<file path="src/rtl/nes_pad_reader.sv">
// NES gamepad poller: latches the pad, shifts out 8 buttons, and commits a
// report only when two consecutive polls read the same value.
//
// state    | meaning
// ---------+--------------------------------------------------------------
// IDLE     | waiting for the poll timer to wrap
// LATCH    | pad_latch high for LATCH_CYCLES
// FIRST    | settle HALF_BIT after latch, then sample bit 0 (A)
// CLK_LO   | pad_clk low for HALF_BIT
// CLK_HI   | pad_clk high for HALF_BIT, then sample the next bit
// COMMIT   | compare against the previous poll and publish on agreement
module nes_pad_reader #(
    parameter int POLL_DIV     = 833333,
    parameter int LATCH_CYCLES = 600,
    parameter int HALF_BIT     = 300
) (
    input  logic       clk,
    input  logic       reset,
    input  logic       enable,
    input  logic       pad_data,
    output logic       pad_latch,
    output logic       pad_clk,
    output logic [7:0] controller_report,
    output logic       report_valid,
    output logic       start_rise,
    output logic       busy
);

    localparam int TIMER_W = (POLL_DIV > 1) ? $clog2(POLL_DIV) : 1;
    localparam int CNT_MAX = ((LATCH_CYCLES > HALF_BIT) ? LATCH_CYCLES : HALF_BIT) - 1;
    localparam int CNT_W   = $clog2(CNT_MAX + 2);

    localparam logic [TIMER_W-1:0] TIMER_LAST = TIMER_W'(POLL_DIV - 1);
    localparam logic [CNT_W-1:0]   LATCH_LOAD = CNT_W'(LATCH_CYCLES - 1);
    localparam logic [CNT_W-1:0]   HALF_LOAD  = CNT_W'(HALF_BIT - 1);

    typedef enum logic [2:0] {
        S_IDLE,
        S_LATCH,
        S_FIRST,
        S_CLK_LO,
        S_CLK_HI,
        S_COMMIT
    } state_t;

    state_t             state;
    state_t             state_nxt;
    logic [TIMER_W-1:0] poll_timer;
    logic [CNT_W-1:0]   phase_cnt;
    logic [2:0]         bit_cnt;
    logic [1:0]         sync_q;
    logic [7:0]         raw;
    logic [7:0]         prev_raw;
    logic               poll_start;
    logic               phase_done;
    logic               sample_now;

    assign poll_start = enable && (poll_timer == TIMER_LAST) && (state == S_IDLE);
    assign phase_done = (phase_cnt == '0);
    assign sample_now = phase_done && ((state == S_FIRST) || (state == S_CLK_HI));

    // Released pad reads high, so the synchroniser idles at 1.
    always_ff @(posedge clk or posedge reset) begin
        if (reset) begin
            sync_q <= 2'b11;
        end else begin
            sync_q <= {sync_q[0], pad_data};
        end
    end

    always_ff @(posedge clk or posedge reset) begin
        if (reset) begin
            poll_timer <= '0;
        end else if (!enable || (poll_timer == TIMER_LAST)) begin
            poll_timer <= '0;
        end else begin
            poll_timer <= poll_timer + TIMER_W'(1);
        end
    end

    always_ff @(posedge clk or posedge reset) begin
        if (reset) begin
            state <= S_IDLE;
        end else begin
            state <= state_nxt;
        end
    end

    always_comb begin
        state_nxt = state;
        case (state)
            S_IDLE:   if (poll_start) state_nxt = S_LATCH;
            S_LATCH:  if (phase_done) state_nxt = S_FIRST;
            S_FIRST:  if (phase_done) state_nxt = S_CLK_LO;
            S_CLK_LO: if (phase_done) state_nxt = S_CLK_HI;
            S_CLK_HI: begin
                if (phase_done) begin
                    state_nxt = (bit_cnt == 3'd7) ? S_COMMIT : S_CLK_LO;
                end
            end
            S_COMMIT: state_nxt = S_IDLE;
            default:  state_nxt = S_IDLE;
        endcase
    end

    always_comb begin
        pad_latch = (state == S_LATCH);
        pad_clk   = (state != S_CLK_LO);
        busy      = (state != S_IDLE);
    end

    // Phase timer reloads on every state change and counts down to zero.
    always_ff @(posedge clk or posedge reset) begin
        if (reset) begin
            phase_cnt <= '0;
        end else if (state_nxt != state) begin
            phase_cnt <= (state_nxt == S_LATCH) ? LATCH_LOAD : HALF_LOAD;
        end else if (!phase_done) begin
            phase_cnt <= phase_cnt - CNT_W'(1);
        end
    end

    always_ff @(posedge clk or posedge reset) begin
        if (reset) begin
            bit_cnt <= '0;
            raw     <= '0;
        end else if (poll_start) begin
            bit_cnt <= '0;
        end else if (sample_now) begin
            bit_cnt <= bit_cnt + 3'd1;
            raw     <= {raw[6:0], ~sync_q[1]};
        end
    end

    always_ff @(posedge clk or posedge reset) begin
        if (reset) begin
            prev_raw          <= '0;
            controller_report <= '0;
            report_valid      <= 1'b0;
            start_rise        <= 1'b0;
        end else begin
            report_valid <= 1'b0;
            start_rise   <= 1'b0;
            if (state == S_COMMIT) begin
                prev_raw <= raw;
                if (raw == prev_raw) begin
                    controller_report <= raw;
                    report_valid      <= 1'b1;
                    start_rise        <= raw[4] & ~controller_report[4];
                end
            end
        end
    end

endmodule

</file>
<file path="config.mk">
export PLATFORM = sky130hd
export DESIGN_NAME = nes_pad_reader
export DESIGN_NICKNAME = d
export VERILOG_FILES = /design/src/rtl/nes_pad_reader.sv
export SDC_FILE = /design/constraint.sdc
export NUM_CORES = 1
export LEC_CHECK = 0
export BUFFER_PORTS_ARGS = -buffer_cell sky130_fd_sc_hd__buf_2
export CORE_MARGIN = 1.5
export CORE_UTILIZATION = 54
export DETAILED_ROUTE_END_ITERATION = 8
export PLACE_DENSITY = 0.75
export SETUP_SLACK_MARGIN = 0.02
export SLEW_MARGIN = 20
export SYNTH_ARGS = -nofsm -noshare
export SYNTH_HDL_FRONTEND = slang
export SYNTH_SLANG_ARGS = --single-unit
</file>
<file path="constraint.sdc">
create_clock -name clk -period 2.4 [get_ports clk]
set_input_delay 0.72 -clock clk [delete_from_list [all_inputs] [get_ports clk]]
set_output_delay 0.72 -clock clk [all_outputs]
set_load 0.02 [all_outputs]
</file>
Word level (Yosys, flattened, before mapping):

Index checks and enable logic that the tools add are counted.

* memory bits (writable): 0
* memories kept: 0
* register bits: 64
* bits in latches: 0
* output and inout bits: 13
* input bits: 4
* memory bits (read-only): 0

* shifts and indexed selects: 0
* bitwise gates (word level): 4
* order comparisons: 0
* $add $sub $neg: 3
* eq/ne operators: 12
* $mul: 0
* reductions and logical operators: 12
* muxes and demuxes: 17
* div/mod/pow operators: 0

Operators with widths (number)
* 10-bit 2-to-1 mux: 3
* 3-bit 2-to-1 mux: 8
* 20-bit by 1-bit adder with 20-bit output (second input constant): 1
* 20-bit == test (second input constant): 1
* 20-bit 2-to-1 mux: 1
* 3-bit one-hot mux with 5 select lines: 1
* 10-bit zero test: 1
* 10-bit by 1-bit subtractor with 10-bit output (second input constant): 1
* 3-bit == test (second input constant): 3
* 8-bit == test: 1
* 3-bit by 1-bit == test with 1-bit output (second input constant): 2
* 3-bit by 2-bit == test with 1-bit output (second input constant): 2
* 1-bit 2-to-1 mux: 4
* 2-bit AND reduction: 2
* 3-bit by 1-bit adder with 3-bit output (second input constant): 1
* 1-bit logical AND: 3
* 3-bit zero test: 1
* 3-bit by 2-bit inequality test with 1-bit output (second input constant): 1
* 3-bit inequality test: 1
* 1-bit NOT: 3
* 3-bit nonzero test: 1
* 1-bit logical OR: 2
* 2-bit by 1-bit inequality test with 1-bit output (second input constant): 1
* 2-bit nonzero test: 1
* other kinds (2): 2

Logic depth before layout (Yosys ltp):

* depth after elaboration: 8
* gate-level depth with buffers: 9

Least setup slack after synthesis:

OpenSTA, ideal clock, no wires.

* kind: register -> register
* start: register phase_cnt[0]
* end: register phase_cnt[1]
* slack: 0.120 ns
* cell stages (with the launch flop): 9
* data arrival time: 2.159 ns
* setup time: 0.120 ns
* required time: 2.280 ns
* buffers on the path: 1
* period minus slack after synthesis: 2.280 ns
* path through: dfrtp_1 inv_1 ha_1 or3b_2 clkbuf_1 or4_4 or2_2 o21ai_0 nand2_1

* word-level cells in the longest chain between the ends: 5
* elaborated cells between the ends (all ways): 11
* classes of those cells: 1 x add/sub; 2 x eq/ne; 7 x mux; 1 x reduce/logical

RTL lines
* from (decl): RTL line 49 `logic [CNT_W-1:0] phase_cnt;`
* from (signal assigned): RTL line 117 `phase_cnt <= (state_nxt == S_LATCH) ? LATCH_LOAD : HALF_LOAD;`
* from (signal assigned): RTL line 119 `phase_cnt <= phase_cnt - CNT_W'(1);`
* 10-bit zero test: RTL line 59 `assign phase_done = (phase_cnt == '0);`
* 3-bit 2-to-1 mux, on equally long branches
* 3-bit one-hot mux with 5 select lines: RTL line 91 `case (state)`
* 3-bit inequality test: RTL line 116 `end else if (state_nxt != state) begin`
* 2-bit by 1-bit inequality test with 1-bit output (no line) / 10-bit 2-to-1 mux (equally long branches)

Several ways; a longest one is shown, not always the timed one. The select of a mux whose other input is x is not followed.
A chain may end at the register's enable or synchronous reset.

Final worst setup path:

* start: register phase_cnt[1]
* end: register state[1]

* word-level cells in the longest chain between the ends: 3
* elaborated cells between the ends (all ways): 6
* classes of those cells: 5 x mux; 1 x reduce/logical

RTL lines
* 10-bit zero test (*): RTL line 59
* 3-bit 2-to-1 mux, on equally long branches
* 3-bit one-hot mux with 5 select lines (*): RTL line 91
* net state_nxt[1]: RTL line 47 `state_t state_nxt;`
* to (signal assigned): RTL line 85 `state <= state_nxt;`
* to (decl): RTL line 46 `state_t state;`

Mark *: on every way through the listed nets, which the timed path passes. The rest lies on a longest branch.

==> impl_results.md <==
- Setup repair after global routing missed its margin: yes
- Fraction of the yosys area taken by sequential cells: 0.514
- Unique cell type count in the Yosys netlist: 44
- Dominant delay contributor by cell family on the critical path: simple AND/OR/NAND/NOR gates
- # DRC: 0
- Peak supply drop: approximately 0.80 mV
- TritonCTS clock tree: yes
- Clock Sinks: 64
- Crit path buffers/inverters: 2
- Count of flip-flops with a built-in enable after synthesis: 0
- Buffers added on ports: 16
- Most frequent standard cell in the layout excluding fill and tap cells: sky130_fd_sc_hd__dfrtp_1
- Critical path required time: between 2 and 3 ns
- Critical path fanouts, max: 7
- Most area-hungry cell type in the Yosys netlist: sky130_fd_sc_hd__dfrtp_1
- Post-placement cell area: around 3300 um2
- Number of diodes added for antenna fixing: 0
- Sequential cell area in the final layout: ~1600 um2
- Startpoint Class: flip-flop
- Peak per-stage delay on the critical path: 0.54 ns
- Run status: finished, final reports clean
- Detailed Routing Iterations Pass 1: 4
- Insertion delay to the later sink of the worst-skew pair: around 0.34 ns
- Count of endpoints failing hold in the final timing report: 0
- Cells traversed along the worst timing path: inv_1, ha_1, or3b_2, or4_4, buf_4, o31a_1, o22ai_1
- Die Y-Extent: between 70 and 80 um
- Fraction of registers with async set/reset: 1.00
- Detailed-route wire length per cell: around 14 um
- Number of max-capacitance violations reported: 0
- Synth Net Count: slightly below 300
- Synth Register Bits: 64
- Number of instances in the placed design: approximately 370
- Worst setup path category: flip-flop to flip-flop
- Fraction of post-synthesis cell area in the top cell type by area: 0.497
- Maximum level of the CTS H-tree: 3
- Antenna violations before repair: 0
- Total gr overflow: 0
- Floorplan Core Area: around 5500 um2
- Final cell count without fillers: 389
- Combined global-route utilization of all metal layers: 0.203
- Number of failing setup endpoints in the final timing report: 0
- Share of post-route cells with drive strength above 1: 0.274
- Critical path data arrival time: roughly 2.6 ns
- Relative slew slack: 0.720
- Power, Total: roughly 2200 uW
- Area taken by multi-input logic gates: about 1400 um2
- Predominant post-synthesis flop cell: sky130_fd_sc_hd__dfrtp_1
- Total non-filler cell area in the finished layout: about 3600 um2
- Pin count of the biggest net entering global routing: 37
- Initial Util: 0.563
- Maximum frequency from static timing analysis: roughly 430 MHz
- Sum of negative setup slack: 0 ns
- Std cell rows: 27
- Area growth, synth to finish: 14.4%
- Most frequent cells in the layout: sky130_fd_sc_hd__dfrtp_1, sky130_fd_sc_hd__nor2_1, sky130_fd_sc_hd__mux2_2
- Synthesized area: between 3000 and 4000 um2
- Worst min-delay path category: flip-flop to flip-flop
- Biggest area contributors in the synthesized netlist: sky130_fd_sc_hd__dfrtp_1, sky130_fd_sc_hd__mux2_2, sky130_fd_sc_hd__xor2_1, sky130_fd_sc_hd__nor2_1, sky130_fd_sc_hd__xnor2_1
- Post-Syn Instances: between 200 and 300
- Via count: ~2,200
- Yosys Warn Count: 0
- PD cells: approximately 610 nW/um2
- Vias per Instance: 5.58
- Final Routed Wirelength: approximately 5600 um
- Post-synthesis area per instance: approximately 11 um2
- Leakage power: around 0.0016 uW
- Last weighted congestion value of the routability-driven placer: 0.856
- Worst setup skew after layout: 0.0118 ns
- Clock root cell: sky130_fd_sc_hd__clkbuf_8
- Count of routing violations after the opening detailed-route iteration: 98
- Number of buffers created by CTS: 9
- Final count of pins violating max slew: 0
- Hold-fix buffers, CTS: 0
- Net count of the finished layout: approximately 320
- Total half-perimeter wirelength after legalization and detailed placement: 3790 um
- Top-Level Pins: 17
- CP max stage cell: sky130_fd_sc_hd__or4_4
- Worst-margin pin slew: around 0.4 ns
- Die Width: just under 80 um
- Buffer levels on the longest clock path: 2
- Portion of the clock cycle consumed by the worst path in the final layout: 0.960
- Via count of the first global-routing pass: 2,052
- First-pass GRT wire length: between 9000 and 10,000 um
- Die outline area: between 6000 and 7000 um2
- Endpoint type of the worst setup path: flip-flop
- Post-DRT Antenna Nets: 0
- Filler cell count: roughly 450
- Min Tclk post-route: between 2 and 2.5 ns
- Clk slew on worst S/H paths: approximately 0.08 ns
- Share of the core filled with cells in the final layout: 0.644
## what timing repair did
action	4_1_cts	5_1_grt
setup endpoints to repair	0	4
buffers inserted	0	4
gates resized for setup	0	4
## worst paths after layout
| kind | slack, ns | from | to | cells after the start |
|---|---|---|---|---|
| worst max-delay path | 0.1 | phase_cnt[1] | state[1] | 7 |
| worst min-delay path | 0.36 | sync_q[0] | sync_q[1] | 0 |
| worst max register to register | 0.1 | phase_cnt[1] | state[1] | 7 |
| worst min register to register | 0.36 | sync_q[0] | sync_q[1] | 0 |
| max in group asynchronous | 1.58 | reset | sync_q[1] | 3 |
| min in group asynchronous | 0.44 | reset | prev_raw[7] | 3 |
## where the power goes
group	switching, uW	internal (uW)	total [uW]
logic	31.8	11.4	43.2
registers	5.58	1090	1090
clock network	420	616	1040
## through the flow
step / setup WS, ns / hold slack [ns]
finish: 0.0951 / 0.357
CTS: 0.0807 / 0.358
floorplan: 0.0852 / 0.345
detailed placement: 0.102 / 0.347
global placement: 0.149 / 0.347
global route: -0.00247 / 0.367
## layout make-up
class	instances	share of cell area
repair buffers	30	0.0519
inverters	11	0.0116
clock inverters	6	0.0260
flip-flops and latches	64	0.450
clock buffers	10	0.0386
multi-input cells	196	0.397
well taps	72	0.0253
## cells by family (layout without fill, tap and decap cells)
| logic type | count (synthesis) | count (layout) | share of synthesized area |
|---|---|---|---|
| mux | 24 | 24 | 0.0866 |
| flops | 64 | 64 | 0.514 |
| fa+ha+maj | 5 | 5 | 0.0201 |
| xor+xnor | 30 | 30 | 0.0842 |
| buf+inv | 22 | 57 | 0.0353 |
| compound gates | 28 | 28 | 0.0590 |
| simple gates | 109 | 109 | 0.201 |
## sequential cells by signal, indices dropped and copies added (netlist names), 2 cells and up
register and cells:
controller_report 8, state 3, poll_timer 20, phase_cnt 10
bit_cnt 3, prev_raw 8, sync_q 2, raw 8
## metal layers
| metal | GRT usage | vias up | wire length, um |
|---|---|---|---|
| met5 | 0 | - | 0 |
| met4 | 0.0737 | 0 | 94 |
| met3 | 0.0483 | 9 | 165 |
| met2 | 0.309 | 30 | 2520 |
| met1 | 0.286 | 1077 | 2790 |
| li1 | - | 1053 | - |
## synthesized netlist by cell type, types with 2 or more instances
master,n
sky130_fd_sc_hd__dfrtp_1,62
sky130_fd_sc_hd__nor2_1,28
sky130_fd_sc_hd__mux2_2,24
sky130_fd_sc_hd__xor2_1,18
sky130_fd_sc_hd__nand2_1,14
sky130_fd_sc_hd__nand3_1,12
sky130_fd_sc_hd__xnor2_1,12
sky130_fd_sc_hd__inv_1,11
sky130_fd_sc_hd__nor3_1,10
sky130_fd_sc_hd__o21ai_0,9
sky130_fd_sc_hd__a21oi_1,8
sky130_fd_sc_hd__nand4_1,8
sky130_fd_sc_hd__clkbuf_1,6
sky130_fd_sc_hd__ha_1,5
sky130_fd_sc_hd__nor3b_1,4
sky130_fd_sc_hd__or4_4,4
sky130_fd_sc_hd__and2_1,3
sky130_fd_sc_hd__and3_1,3
sky130_fd_sc_hd__buf_6,3
sky130_fd_sc_hd__nand3b_1,3
sky130_fd_sc_hd__nor4_1,3
sky130_fd_sc_hd__or3_1,3
sky130_fd_sc_hd__a2111oi_0,2
sky130_fd_sc_hd__dfstp_2,2
sky130_fd_sc_hd__nand2b_1,2
sky130_fd_sc_hd__nor4_4,2
sky130_fd_sc_hd__o31ai_1,2
sky130_fd_sc_hd__or2_2,2
sky130_fd_sc_hd__or4_1,2
No activity file was read; power rests on OpenSTA's default activity.
